## config.mk

```make
export PLATFORM = sky130hd
export DESIGN_NAME = cordic_angle_encoder
export DESIGN_NICKNAME = d
export VERILOG_FILES = /design/src/rtl/cordic_angle_encoder_pkg.sv /design/src/rtl/cordic_angle_encoder_select.sv /design/src/rtl/cordic_angle_encoder.sv
export SDC_FILE = /design/constraint.sdc
export NUM_CORES = 1
export LEC_CHECK = 0
export BUFFER_PORTS_ARGS = -buffer_cell sky130_fd_sc_hd__buf_4
export CAP_MARGIN = 20
export CORE_ASPECT_RATIO = 1.4
export CORE_MARGIN = 4
export CORE_UTILIZATION = 35
export CTS_CLUSTER_SIZE = 30
export DETAILED_ROUTE_END_ITERATION = 8
export GPL_TIMING_DRIVEN = 0
export SYNTH_ARGS = -nofsm -noshare
export SYNTH_HDL_FRONTEND = slang
export SYNTH_HIERARCHICAL = 1
export SYNTH_SLANG_ARGS = --single-unit
```

## constraint.sdc

```tcl
create_clock -name iClk -period 75.9 [get_ports iClk]
set_input_delay 3.795 -clock iClk [delete_from_list [all_inputs] [get_ports iClk]]
set_output_delay 3.795 -clock iClk [all_outputs]
set_load 0.005 [all_outputs]
```

## src/rtl/cordic_angle_encoder_pkg.sv

```systemverilog
// Shared constants, rotation-word layout and arctangent table for the CORDIC angle encoder.
package cordic_angle_encoder_pkg;

  localparam int unsigned ANGLE_W    = 16;
  localparam int unsigned LOW_W      = 13;
  localparam int unsigned REDUCED_W  = LOW_W + 1;
  localparam int unsigned OCTANT_SPAN = 8192;
  localparam int unsigned Z_W        = 20;
  localparam int unsigned STEP_W     = 5;
  localparam int unsigned SHIFT_W    = 4;
  localparam int unsigned REC_W      = 4;
  localparam int unsigned WORD_W     = 11;
  localparam int unsigned ATAN_N     = 16;

  // Rotation-word field positions.
  localparam int unsigned SHIFT_LSB  = 0;
  localparam int unsigned SIGNZ_BIT  = 4;
  localparam int unsigned LAST_BIT   = 5;
  localparam int unsigned NOROT_BIT  = 6;
  localparam int unsigned REC_LSB    = 7;

  localparam int unsigned STATE_W = 1;
  localparam logic [STATE_W-1:0] ST_IDLE = 1'b0;
  localparam logic [STATE_W-1:0] ST_EMIT = 1'b1;

  // One FIFO rotation word, MSB first: recovery[10:7], no_rotation[6], last[5], signz[4], shift[3:0].
  typedef struct packed {
    logic [REC_W-1:0]   recovery;
    logic               no_rotation;
    logic               last;
    logic               signz;
    logic [SHIFT_W-1:0] shift;
  } rot_word_t;

  // round(atan(2^-i) / (2*pi) * 2^20)
  function automatic logic [Z_W-1:0] atan_lut(input logic [SHIFT_W-1:0] idx);
    logic [Z_W-1:0] val;
    case (idx)
      4'd0:    val = 20'd131072;
      4'd1:    val = 20'd77376;
      4'd2:    val = 20'd40884;
      4'd3:    val = 20'd20753;
      4'd4:    val = 20'd10417;
      4'd5:    val = 20'd5213;
      4'd6:    val = 20'd2607;
      4'd7:    val = 20'd1304;
      4'd8:    val = 20'd652;
      4'd9:    val = 20'd326;
      4'd10:   val = 20'd163;
      4'd11:   val = 20'd81;
      4'd12:   val = 20'd41;
      4'd13:   val = 20'd20;
      4'd14:   val = 20'd10;
      default: val = 20'd5;
    endcase
    return val;
  endfunction

  function automatic logic [Z_W-1:0] abs_z(input logic [Z_W-1:0] v);
    return v[Z_W-1] ? (~v + Z_W'(1)) : v;
  endfunction

endpackage

```

## src/rtl/cordic_angle_encoder_select.sv

```systemverilog
// Nearest-arctangent selector: picks the table entry closest to |z| and applies that rotation.
module cordic_angle_encoder_select
  import cordic_angle_encoder_pkg::*;
(
  input  logic [Z_W-1:0]     z,
  output logic [SHIFT_W-1:0] shift,
  output logic               signz,
  output logic [Z_W-1:0]     z_next
);

  logic [Z_W-1:0] mag;
  logic [Z_W-1:0] cand;
  logic [Z_W-1:0] diff;
  logic [Z_W-1:0] best_diff;
  logic [Z_W-1:0] sel_atan;

  // Strict less-than keeps the smaller index on a tie.
  always_comb begin
    mag       = abs_z(z);
    shift     = '0;
    best_diff = '1;
    cand      = '0;
    diff      = '0;
    for (int unsigned i = 0; i < ATAN_N; i++) begin
      cand = atan_lut(SHIFT_W'(i));
      diff = (mag >= cand) ? (mag - cand) : (cand - mag);
      if (diff < best_diff) begin
        best_diff = diff;
        shift     = SHIFT_W'(i);
      end
    end
  end

  assign sel_atan = atan_lut(shift);
  assign signz    = z[Z_W-1];
  assign z_next   = z[Z_W-1] ? (z + sel_atan) : (z - sel_atan);

endmodule

```

## src/rtl/cordic_angle_encoder.sv

```systemverilog
// Reduces an angle to the first octant and streams its greedy rotation decomposition into a FIFO.
module cordic_angle_encoder
  import cordic_angle_encoder_pkg::*;
#(
  parameter int unsigned MAX_ROT = 8,
  parameter int unsigned THRESH  = 5
)
(
  input  logic               iClk,
  input  logic               iRst_n,
  input  logic [ANGLE_W-1:0] iAngle,
  input  logic               iAngle_valid,
  output logic               oAngle_ready,
  input  logic               iFifo_full,
  output logic               oFifo_wrreq,
  output logic [WORD_W-1:0]  oFifo_data,
  output logic               oBusy
);

  logic [STATE_W-1:0]   state, state_d;
  logic [Z_W-1:0]       z, z_d;
  logic [STEP_W-1:0]    step, step_d;
  logic [REC_W-1:0]     recovery, recovery_d;

  logic [LOW_W-1:0]     low13;
  logic [REDUCED_W-1:0] reduced;
  logic [Z_W-1:0]       z_init;
  logic [Z_W-1:0]       z_mag;
  logic [Z_W-1:0]       z_next;
  logic [Z_W-1:0]       z_next_mag;
  logic [SHIFT_W-1:0]   shift;
  logic                 signz;
  logic                 last;
  logic                 no_rotation;
  logic                 wrreq;
  logic                 ready;
  logic                 busy;
  rot_word_t            word;

  // Odd octants are mirrored so the residual is always measured from the nearer axis.
  assign low13   = iAngle[LOW_W-1:0];
  assign reduced = iAngle[LOW_W] ? (REDUCED_W'(OCTANT_SPAN) - {1'b0, low13}) : {1'b0, low13};
  assign z_init  = Z_W'({reduced, 4'h0});

  cordic_angle_encoder_select u_select (
    .z      (z),
    .shift  (shift),
    .signz  (signz),
    .z_next (z_next)
  );

  assign z_mag       = abs_z(z);
  assign z_next_mag  = abs_z(z_next);
  assign last        = (z_next_mag <= Z_W'(THRESH)) || (step == STEP_W'(MAX_ROT - 1));
  assign no_rotation = (step == '0) && (z_mag <= Z_W'(THRESH));

  // Word assembly from registered state only, so it holds steady while the FIFO is full.
  always_comb begin
    word          = '0;
    word.recovery = recovery;
    if (no_rotation) begin
      word.no_rotation = 1'b1;
      word.last        = 1'b1;
    end else begin
      word.last  = last;
      word.signz = signz;
      word.shift = shift;
    end
  end

  // Next-state and strobe logic.
  always_comb begin
    state_d    = state;
    z_d        = z;
    step_d     = step;
    recovery_d = recovery;
    wrreq      = 1'b0;
    ready      = 1'b0;
    busy       = 1'b0;
    case (state)
      ST_IDLE: begin
        ready = 1'b1;
        if (iAngle_valid) begin
          z_d        = z_init;
          recovery_d = {1'b0, iAngle[ANGLE_W-1:LOW_W]};
          step_d     = '0;
          state_d    = ST_EMIT;
        end
      end
      ST_EMIT: begin
        busy  = 1'b1;
        wrreq = ~iFifo_full;
        if (wrreq) begin
          z_d    = z_next;
          step_d = step + STEP_W'(1);
          if (word.last || word.no_rotation) begin
            state_d = ST_IDLE;
          end
        end
      end
      default: state_d = ST_IDLE;
    endcase
  end

  always_ff @(posedge iClk or negedge iRst_n) begin
    if (!iRst_n) begin
      state    <= ST_IDLE;
      z        <= '0;
      step     <= '0;
      recovery <= '0;
    end else begin
      state    <= state_d;
      z        <= z_d;
      step     <= step_d;
      recovery <= recovery_d;
    end
  end

  assign oAngle_ready = ready;
  assign oBusy        = busy;
  assign oFifo_wrreq  = wrreq;
  assign oFifo_data   = word;

endmodule
```

==> impl_metrics.tcl <==
set metrics [dict create \
    gp_congestion 1.06 \
    cts-hold-fix-buffers 0 \
    reg2regPathDepth 281 \
    clk_path_buf_depth 2 \
    crit_cells 282 \
    crit_path_frequent_cell "a21oi_1" \
    clock-sinks 29 \
    period_needed_ns 70.45 \
    tritoncts "built" \
    drt-initial-drc-count 3424 \
    cpPeakStageDelay_ns 0.99 \
    cp_max_fo 12 \
    cts.repair.resized 0 \
    routed_via_density 6.37 \
    vias 30200 \
    yosys.area.top_type_share_pct 16.7 \
    dp_hpwl_um 111000 \
    syn_to_final_growth_pct 7.73 \
    synth.avg_cell_area_um2 6.70 \
    pin_count 34 \
    synth_area_um2 25000 \
    port_buffers 30 \
    dr.pass1.iters 8 \
    ant_nets 0 \
    status "complete, no violations" \
    nFillCells 7800 \
    final_hold_viol_count 0 \
    ys_warn_count 6 \
    instances_no_fill 4733 \
    setup_viol 0 \
    grt_pass1_vias 28600 \
    crit_slowest_cell "nor3_1" \
    grt_use_total_pct 34.6 \
    required_ns 72.10 \
    endpoint_kind "primary output" \
    fin_util_pct 38.2 \
    drv_cap 0 \
    fp-row-count 115 \
    clk_pin_slew_ns 0.05 \
    numCtsBuffers 5 \
    die_h_um 324 \
    coreArea_um2 70500 \
    htreeDepth 2 \
    slew_violations 0 \
    fp.dieW_um 234 \
    met3RoutedLength_um 9940 \
    whs_path_depth 2 \
    synth_cells 3729 \
    synth_cell_types 121 \
    dp_cells 4715 \
    skew_ns 0.00423 \
    cts_setup_buffers 0 \
    fin_crit_sh_pct 92.8 \
    maxUsedRoutingLayer "met4" \
    drt-total-wl_um 136000 \
    die_area_um2 75800 \
    grt_pass1_wl_um 194000 \
    antenna_found_initial 2 \
    synth_nets 4084 \
    yosysSeqAreaShare_pct 2.90 \
    fmax_mhz 14.2 \
    initial_core_util_pct 35.5 \
    worstMarginPinSlew_ns 1.29 \
    ys_top_cells_by_area "ha_1, xnor2_1, a21oi_1" \
    drive_gt1_share_pct 5.80 \
    synth-async-reset-ratio_pct 100 \
    critical_path_class "flip-flop to primary output" \
    hold_class "flip-flop to flip-flop" \
    grt_max_degree 30 \
    arrival_ns 66.66 \
    route.detailed.drc 0 \
    slew_headroom_pct 13.3 \
    tns_ns 0 \
    synth_edf_count 0 \
    yosys.area.top_type "ha_1" \
    clkLatencyLatePin_ns 0.27 \
    wl_per_cell_um 28.8 \
    wl_met1_um 49600 \
    ys_ff_latch 29 \
    crit_buf_inv 53 \
    synth_ff_type "dfrtp_1" \
    wl_met2_um 62000 \
    start_kind "flip-flop" \
    nets 4149 \
    overflow 0 \
    rsz0062_at_grt "no" \
    root_buffer "clkbuf_16" \
    crit_family "compound AO/OA/AOI/OAI gates" \
]
==> cells in the mapped netlist (13+ instances only) <==
library cell / n
nand2_1: 395
nor2_1: 359
a21oi_1: 340
ha_1: 334
o21ai_0: 289
xnor2_1: 276
inv_1: 185
clkbuf_1: 173
mux2i_1: 110
a21o_1: 101
o21a_1: 75
nand3_1: 74
nor3_1: 72
nand4_1: 64
mux2_2: 56
nand2b_1: 51
nor2b_1: 50
a31oi_1: 41
nor4_1: 40
xor2_1: 40
o211ai_1: 34
buf_1: 32
a211oi_1: 29
dfrtp_1: 29
or3_1: 25
o31ai_1: 23
and2_1: 20
o21bai_1: 20
and3_1: 19
or4_1: 18
o21ai_1: 14
o22ai_1: 13
or2_2: 13
==> final timing paths <==
kind | start | to | slack (ns)
min | recovery[2] | recovery[2] | 0.48
min in group asynchronous | iRst_n | z[17] | 3.45
min reg2reg | recovery[2] | recovery[2] | 0.48
max | z[0] | oFifo_data[5] | 5.45
max in group asynchronous | iRst_n | z[0] | 72.16
max reg2reg | z[0] | state | 9.38
==> registers in the layout, summed over array words and instances (netlist names) <==
signal and flops:
z 20, recovery 3, state 1, step 5
==> worst reg2reg max path, delay by kind of cell (launching register included) <==
kind | cells | cell delay, ns
AOI/OAI and AO/OA | 136 | 26.73
buffers and inverters | 52 | 18.76
and+or+nand+nor | 65 | 11.28
adders and majority gates | 20 | 6.30
muxes | 5 | 1.76
xor gates and xnor gates | 3 | 1.06
DFF | 1 | 0.49
==> cells by family (layout without fill, tap and decap cells) <==
| family | Yosys count | after routing | synth area share (%) |
|---|---|---|---|
| adders and majority gates | 337 | 337 | 16.9 |
| other | 1 | 3 | 0.0150 |
| buffers and inverters | 415 | 481 | 6.44 |
| and+or+nand+nor | 1272 | 1272 | 24.6 |
| muxes | 168 | 168 | 7.03 |
| DFF | 29 | 29 | 2.90 |
| xor gates and xnor gates | 317 | 317 | 11.1 |
| AOI/OAI and AO/OA | 1190 | 1190 | 31.0 |
==> cell type report <==
cell class              count  area (um^2)  area share [%]
multi-input cells        3285        22700            84.2
well taps                 936         1170            4.35
plain buffers             223          891            3.31
flip-flops and latches     29          726            2.69
inverters                 192          721            2.68
repair buffers             58          597            2.22
clock buffers               6          129           0.479
clock inverters             2         10.0          0.0372
diodes                      2         5.00          0.0186
==> per-stage QoR <==
step                      cell area (um^2)  hold slack (ns)  setup slack [ns]
after global routing                 26900            0.516             0.863
final                                26900            0.483              5.45
after global placement               26400            0.462              6.09
after detailed placement             26700            0.468              7.21
after CTS                            26800            0.482              6.68
after floorplan                      25000            0.470             23.07
==> layer usage <==
| layer | global-route usage [%] | vias up |
|---|---|---|
| met2 | 58.4 | 1618 |
| met3 | 5.37 | 626 |
| met5 | 0 | - |
| met1 | 38.1 | 14200 |
| met4 | 28.4 | 0 |
| li1 | - | 13700 |
==> placed cells by master, fill, tap and decap left out, types with 101 or more instances in the layout <==
| master | n |
|---|---|
| mux2i_1 | 110 |
| inv_1 | 185 |
| xnor2_1 | 276 |
| ha_1 | 334 |
| o21ai_0 | 289 |
| a21oi_1 | 340 |
| a21o_1 | 101 |
| nor2_1 | 359 |
| nand2_1 | 395 |
| clkbuf_1 | 172 |
Power is left out: the tool's default activity adds up to more than one toggle a clock period on the data nets, which glitch-free logic cannot reach.
